==> config.mk <==
export PLATFORM = sky130hd
export DESIGN_NAME = mem_arbiter_flat
export DESIGN_NICKNAME = d
export VERILOG_FILES = /design/src/rtl/mem_arbiter_if.sv /design/src/rtl/mem_arbiter.sv /design/src/flat_wrapper.sv
export SDC_FILE = /design/constraint.sdc
export NUM_CORES = 1
export LEC_CHECK = 0
export ABC_AREA = 1
export BUFFER_PORTS_ARGS = -buffer_cell sky130_fd_sc_hd__buf_4
export CAP_MARGIN = 0
export CORE_AREA = 8 8 280 282
export DETAILED_ROUTE_END_ITERATION = 10
export DIE_AREA = 0 0 288 290
export SLEW_MARGIN = 20
export SYNTH_ARGS = -nofsm -noshare
export SYNTH_HDL_FRONTEND = slang
export SYNTH_SLANG_ARGS = --single-unit
export TNS_END_PERCENT = 10
==> constraint.sdc <==
create_clock -name CLK -period 1.6 [get_ports CLK]
set_input_delay 0.16 -clock CLK [delete_from_list [all_inputs] [get_ports CLK]]
set_output_delay 0.16 -clock CLK [all_outputs]
set_load 0.02 [all_outputs]
==> src/rtl/mem_arbiter_if.sv <==
// Bundle of I-cache, D-cache and main-memory block-port signals shared by mem_arbiter.
// The slave modport is the arbiter's view; master is the environment (caches + memory).
interface mem_arbiter_if #(
   parameter int ADDR_WIDTH = 28,
   parameter int DATA_WIDTH = 128
);
   logic                  I_READ;
   logic [ADDR_WIDTH-1:0] I_ADDR;
   logic [DATA_WIDTH-1:0] I_READDATA;
   logic                  I_BUSYWAIT;

   logic                  D_READ;
   logic                  D_WRITE;
   logic [ADDR_WIDTH-1:0] D_ADDR;
   logic [DATA_WIDTH-1:0] D_WRITEDATA;
   logic [DATA_WIDTH-1:0] D_READDATA;
   logic                  D_BUSYWAIT;

   logic                  MEM_READ;
   logic                  MEM_WRITE;
   logic [ADDR_WIDTH-1:0] MEM_ADDR;
   logic [DATA_WIDTH-1:0] MEM_WRITEDATA;
   logic [DATA_WIDTH-1:0] MEM_READDATA;
   logic                  MEM_BUSYWAIT;

   // Handshake: a cache holds its request and address until it sees its busywait low
   // for one cycle; memory raises MEM_BUSYWAIT with the command and drops it in the
   // completion cycle, when MEM_READDATA is valid.
   modport master (
      output I_READ, I_ADDR, D_READ, D_WRITE, D_ADDR, D_WRITEDATA, MEM_READDATA, MEM_BUSYWAIT,
      input  I_READDATA, I_BUSYWAIT, D_READDATA, D_BUSYWAIT,
             MEM_READ, MEM_WRITE, MEM_ADDR, MEM_WRITEDATA
   );

   modport slave (
      input  I_READ, I_ADDR, D_READ, D_WRITE, D_ADDR, D_WRITEDATA, MEM_READDATA, MEM_BUSYWAIT,
      output I_READDATA, I_BUSYWAIT, D_READDATA, D_BUSYWAIT,
             MEM_READ, MEM_WRITE, MEM_ADDR, MEM_WRITEDATA
   );
endinterface

==> src/rtl/mem_arbiter.sv <==
// Arbitrates the I-cache and D-cache onto one main-memory block port.
// Define MEM_ARBITER_ROUND_ROBIN_EN for round-robin on contention (default: D over I).
module mem_arbiter #(
   parameter int ADDR_WIDTH = 28,
   parameter int DATA_WIDTH = 128
) (
   input  logic        CLK,
   input  logic        RESET,
   mem_arbiter_if.slave bus,
   output logic [2:0]  STATE
);
   typedef enum logic [2:0] {
      IDLE    = 3'd0,
      GRANT_I = 3'd1,
      GRANT_D = 3'd2,
      DONE_I  = 3'd3,
      DONE_D  = 3'd4
   } state_t;

   state_t state_q, state_d;

   logic                  req_i, req_d;
   logic                  grant_i, grant_d;
   logic                  complete;
   logic                  mem_read_q, mem_write_q;
   logic [ADDR_WIDTH-1:0] mem_addr_q;
   logic [DATA_WIDTH-1:0] mem_wdata_q;
   logic [DATA_WIDTH-1:0] i_rdata_q, d_rdata_q;

`ifdef MEM_ARBITER_ROUND_ROBIN_EN
   logic last_grant_q;  // 0 = I was granted last, 1 = D
`endif

   assign req_i    = bus.I_READ;
   assign req_d    = bus.D_READ | bus.D_WRITE;
   assign complete = ((state_q == GRANT_I) || (state_q == GRANT_D)) && !bus.MEM_BUSYWAIT;

   always_ff @(posedge CLK) begin
      if (RESET) state_q <= IDLE;
      else       state_q <= state_d;
   end

   always_comb begin
      state_d = state_q;
      grant_i = 1'b0;
      grant_d = 1'b0;
      case (state_q)
         IDLE: begin
`ifdef MEM_ARBITER_ROUND_ROBIN_EN
            if (req_i && req_d) begin
               if (last_grant_q) grant_i = 1'b1;
               else              grant_d = 1'b1;
            end else if (req_d) grant_d = 1'b1;
            else if (req_i)     grant_i = 1'b1;
`else
            if (req_d)      grant_d = 1'b1;
            else if (req_i) grant_i = 1'b1;
`endif
            if (grant_d)      state_d = GRANT_D;
            else if (grant_i) state_d = GRANT_I;
         end
         GRANT_I: if (!bus.MEM_BUSYWAIT) state_d = DONE_I;
         GRANT_D: if (!bus.MEM_BUSYWAIT) state_d = DONE_D;
         DONE_I:  state_d = IDLE;
         DONE_D:  state_d = IDLE;
         default: state_d = IDLE;
      endcase
   end

   // Command is captured once at the granting edge and held; requester changes are ignored.
   always_ff @(posedge CLK) begin
      if (RESET) begin
         mem_read_q  <= 1'b0;
         mem_write_q <= 1'b0;
         mem_addr_q  <= '0;
         mem_wdata_q <= '0;
         i_rdata_q   <= '0;
         d_rdata_q   <= '0;
      end else if (grant_d) begin
         mem_addr_q  <= bus.D_ADDR;
         mem_wdata_q <= bus.D_WRITEDATA;
         mem_write_q <= bus.D_WRITE;
         mem_read_q  <= ~bus.D_WRITE;
      end else if (grant_i) begin
         mem_addr_q  <= bus.I_ADDR;
         mem_read_q  <= 1'b1;
         mem_write_q <= 1'b0;
      end else if (complete) begin
         mem_read_q  <= 1'b0;
         mem_write_q <= 1'b0;
         if (mem_read_q && (state_q == GRANT_I)) i_rdata_q <= bus.MEM_READDATA;
         if (mem_read_q && (state_q == GRANT_D)) d_rdata_q <= bus.MEM_READDATA;
      end
   end

`ifdef MEM_ARBITER_ROUND_ROBIN_EN
   always_ff @(posedge CLK) begin
      if (RESET)        last_grant_q <= 1'b0;
      else if (grant_d) last_grant_q <= 1'b1;
      else if (grant_i) last_grant_q <= 1'b0;
   end
`endif

   assign bus.MEM_READ      = mem_read_q;
   assign bus.MEM_WRITE     = mem_write_q;
   assign bus.MEM_ADDR      = mem_addr_q;
   assign bus.MEM_WRITEDATA = mem_wdata_q;
   assign bus.I_READDATA    = i_rdata_q;
   assign bus.D_READDATA    = d_rdata_q;

   // Busywait depends only on the request and registered state, never on memory inputs.
   assign bus.I_BUSYWAIT = req_i & (state_q != DONE_I);
   assign bus.D_BUSYWAIT = req_d & (state_q != DONE_D);

   assign STATE = state_q;
endmodule

==> src/flat_wrapper.sv <==
// flat-port wrapper written by rule: the top's interface ports become plain ports
module mem_arbiter_flat 
#(
   parameter int ADDR_WIDTH = 28,
   parameter int DATA_WIDTH = 128
)
  (CLK, RESET, STATE, bus_I_READ, bus_I_ADDR, bus_D_READ, bus_D_WRITE, bus_D_ADDR, bus_D_WRITEDATA, bus_MEM_READDATA, bus_MEM_BUSYWAIT, bus_I_READDATA, bus_I_BUSYWAIT, bus_D_READDATA, bus_D_BUSYWAIT, bus_MEM_READ, bus_MEM_WRITE, bus_MEM_ADDR, bus_MEM_WRITEDATA);
  mem_arbiter_if #(.ADDR_WIDTH(ADDR_WIDTH), .DATA_WIDTH(DATA_WIDTH)) bus_i ();
  input  logic CLK;
  input  logic RESET;
  output logic [2:0] STATE;
  input wire logic [$bits(bus_i.I_READ)-1:0] bus_I_READ;
  input wire logic [$bits(bus_i.I_ADDR)-1:0] bus_I_ADDR;
  input wire logic [$bits(bus_i.D_READ)-1:0] bus_D_READ;
  input wire logic [$bits(bus_i.D_WRITE)-1:0] bus_D_WRITE;
  input wire logic [$bits(bus_i.D_ADDR)-1:0] bus_D_ADDR;
  input wire logic [$bits(bus_i.D_WRITEDATA)-1:0] bus_D_WRITEDATA;
  input wire logic [$bits(bus_i.MEM_READDATA)-1:0] bus_MEM_READDATA;
  input wire logic [$bits(bus_i.MEM_BUSYWAIT)-1:0] bus_MEM_BUSYWAIT;
  output wire logic [$bits(bus_i.I_READDATA)-1:0] bus_I_READDATA;
  output wire logic [$bits(bus_i.I_BUSYWAIT)-1:0] bus_I_BUSYWAIT;
  output wire logic [$bits(bus_i.D_READDATA)-1:0] bus_D_READDATA;
  output wire logic [$bits(bus_i.D_BUSYWAIT)-1:0] bus_D_BUSYWAIT;
  output wire logic [$bits(bus_i.MEM_READ)-1:0] bus_MEM_READ;
  output wire logic [$bits(bus_i.MEM_WRITE)-1:0] bus_MEM_WRITE;
  output wire logic [$bits(bus_i.MEM_ADDR)-1:0] bus_MEM_ADDR;
  output wire logic [$bits(bus_i.MEM_WRITEDATA)-1:0] bus_MEM_WRITEDATA;
  assign bus_i.I_READ = bus_I_READ;
  assign bus_i.I_ADDR = bus_I_ADDR;
  assign bus_i.D_READ = bus_D_READ;
  assign bus_i.D_WRITE = bus_D_WRITE;
  assign bus_i.D_ADDR = bus_D_ADDR;
  assign bus_i.D_WRITEDATA = bus_D_WRITEDATA;
  assign bus_i.MEM_READDATA = bus_MEM_READDATA;
  assign bus_i.MEM_BUSYWAIT = bus_MEM_BUSYWAIT;
  assign bus_I_READDATA = bus_i.I_READDATA;
  assign bus_I_BUSYWAIT = bus_i.I_BUSYWAIT;
  assign bus_D_READDATA = bus_i.D_READDATA;
  assign bus_D_BUSYWAIT = bus_i.D_BUSYWAIT;
  assign bus_MEM_READ = bus_i.MEM_READ;
  assign bus_MEM_WRITE = bus_i.MEM_WRITE;
  assign bus_MEM_ADDR = bus_i.MEM_ADDR;
  assign bus_MEM_WRITEDATA = bus_i.MEM_WRITEDATA;
  mem_arbiter #(.ADDR_WIDTH(ADDR_WIDTH), .DATA_WIDTH(DATA_WIDTH)) u_core (.CLK(CLK), .RESET(RESET), .bus(bus_i), .STATE(STATE));
endmodule
==> flow_summary.toml <==
[status]
status = "complete, but fails checks"
violations = "setup timing"

[timing]
holdWs_ps = 46.2
finalHoldViolCount = 0
slew_viol_final = 0
finClkSkew_ps = 21.5
max_freq_ghz = 0.617
relSlewSlack_pct = 74.3
rsz0062_at_grt = "yes"
worstMarginPinSlew_ps = 386
setup_violations = 1
worst_slack_ps = -21.8
period_needed_ps = 1620
finalCritPeriodShare_pct = 101

[setup_path]
rr_endpoint = "u_core.bus.MEM_WRITEDATA[0]"
r2r_slack_ps = -20
crit_slowest_cell = "dfxtp_4"
cp.depth = 9
critPathTopFamily = "simple AND/OR/NAND/NOR gates"
crit_start = "u_core.STATE[1]"
path_buf_inv = 4
cpPeakStageDelay_ps = 360
reg2reg_from = "u_core.STATE[1]"
cp_max_fo = 21
cp-end-kind = "flip-flop"
crit_arrival_ps = 2070
critPathKind = "reg2reg"
crit_end = "u_core.bus.MEM_WRITEDATA[0]"
reg2reg_depth = 9
crit_required_ps = 2050
crit_chain = "nor2_4 > nand2_2 > nor2_4 > buf_12 > inv_4 > buf_12 > buf_4 > nor2_1 > nor2_1"
cp-start-kind = "flip-flop"

[clock_network]
cts_tree = "yes"
clockBufferDepth = 3
cts_sinks = 417
htree_levels = 2
path_clk_slew_ps = 60
cts_buffers = 49
clk_latency_ps = 580
cts_root_buf = "clkbuf_16"

[worst_hold_path]
hp-class = "in2reg"

[cells_and_area]
num-fill-cells = 7394
final_nets = 4033
drive_gt1_share_pct = 26.3
area_growth_pct = 69.1

[synth]
yosys_warnings = 0
ys_seq_area_share_pct = 47.3
synth_top_area_share_pct = 47.3
netlist_top_cells_count = "nor2_1, nand2_1, inv_1"
async_flop_share_pct = 0
netlist_area_mm2 = 0.0177
synth_cell_types = 20
synthFlopType = "dfxtp_1"
synthCells = 2669
synth_edf_count = 0
synth_top_area_cell = "dfxtp_1"
synth_area_leaders = "dfxtp_1, nor2_1, nand2_1"
syn-num-nets = 2987
avgSynthCellArea_um2 = 6.62
yosysMostFrequentCell = "nor2_1"
synth-seq-cells = 417

[floorplan]
start_util_pct = 23.9
fp-row-count = 100
die_h_um = 290
die_w_um = 288
num_io_pins = 737
die-area_mm2 = 0.0835
fp.coreArea_mm2 = 0.0738

[place]
io_buffers = 736
hpwl_um = 58100
place_congestion = 0.911

[global_route]
antenna_found_initial = 5
grt_pass1_wl_um = 119000
overflow = 0
grt_use_total_pct = 18.1
grt_start_max_net_pins = 74
grt_pass1_vias = 19800

[power]
worst_ir_drop_vdd_mv = 1.10
leakage_nw = 15.4
power_density_mw_per_mm2 = 1080
p_total_mw = 32.2

[route]
vias_per_cell = 4.15
routedWlPerCell_um = 17.0
first_pass_iters = 5
vias = 19600
detail-route-antenna-nets = 0
wl_um = 80500
first_iter_violations = 1069
drc_errors = 0

[job]
maxCapViolCount = 0
[registers in the layout (all words and copies together), names as in the netlist]
| name | count |
|---|---|
| u_core.bus.MEM_WRITEDATA | 128 |
| u_core.bus.MEM_READ | 1 |
| u_core.bus.D_READDATA | 128 |
| u_core.bus.MEM_WRITE | 1 |
| u_core.bus.I_READDATA | 128 |
| u_core.STATE | 3 |
| u_core.bus.MEM_ADDR | 28 |
[area by class of cell]
cell class | instances | area (um^2) | area share (%)
antenna | 5 | 12.5 | 0.0419
clock buffer | 73 | 1430 | 4.78
clock inverter | 13 | 131 | 0.440
inverter | 525 | 1980 | 6.64
multi-input combinational | 1558 | 6670 | 22.3
sequential | 417 | 8360 | 28.0
tap | 969 | 1210 | 4.06
timing repair buffer | 1164 | 10100 | 33.7
[worst reg2reg max path: cells and delay by family, from the launching register on]
family	cells	cell delay [ps]
buf+inv	4	540
simple gates	5	610
flops	1	360
[how the worst min path moves through the flow]
stage,startpoint,endpoint,depth (start not counted)
3_3_place_gp,bus_D_WRITEDATA[120],u_core.bus.MEM_WRITEDATA[120],3
4_1_cts,bus_D_ADDR[24],u_core.bus.MEM_ADDR[24],4
3_5_place_dp,bus_D_WRITEDATA[19],u_core.bus.MEM_WRITEDATA[19],3
5_1_grt,bus_D_ADDR[19],u_core.bus.MEM_ADDR[19],4
6_report,bus_D_ADDR[24],u_core.bus.MEM_ADDR[24],4
2_1_floorplan,RESET,u_core.bus.MEM_READ,1
[report_power, final]
part / leakage, nW / switching (mW) / internal, mW
sequential: 3.40 / 0.585 / 11.4
combinational: 11.3 / 5.37 / 3.80
clock: 0.764 / 4.57 / 6.46
total: 15.4 / 10.5 / 21.7
[cells by family (layout without fill, tap and decap cells)]
group	Yosys count	after routing	synth area share [%]
compound gates	218	218	6.59
buf+inv	694	1775	15.7
flops	417	417	47.3
other cells	0	5	0
simple gates	1340	1340	30.4
[through the flow]
step	instance area (um^2)	TNS [ps]	setup WS [ps]	instances	utilization, %
2_1_floorplan	17700	0	166	2669	-
3_3_place_gp	24900	-5.91	-1.91	4313	33.7
3_5_place_dp	24900	-2390	-58.9	4313	33.7
4_1_cts	29600	-59.4	-30.2	4715	40.1
5_1_grt	29800	-11050	-95.7	4721	40.4
6_report	29900	-21.8	-21.8	4724	40.4
[layout by cell type (no fill, tap or decap), types with 31 or more instances in the layout]
cell and instances:
dlygate4sd3_1 312, o21ai_0 157, nand2_1 510, nor2_1 655, a21oi_1 31, nand4_1 128
inv_1 509, dfxtp_1 414, buf_4 808, clkbuf_16 52
[timing repair]
| item | 4_1_cts | 5_1_grt |
|---|---|---|
| buffers inserted | 3 | 1 |
| gates resized for setup | 8 | 46 |
| hold buffers | 312 | 0 |
| pin swaps | 1 | 18 |
| cloned | 1 | 3 |
| endpoints found under the hold margin | 415 | 0 |
| endpoints found under the setup margin | 150 | 314 |
[routing by layer]
layer  wire (um)  vias to the layer above  part of all wire [%]  GRT usage (%)
met5           9                        -                 0.011              0
met4        4880                        2                   6.1           9.80
met3        6210                      174                   7.7           5.00
met2       39300                      731                    49           31.8
met1       30100                     8721                    37           19.4
li1            -                     9993                     -              -
(Power assumes the default switching activity.)
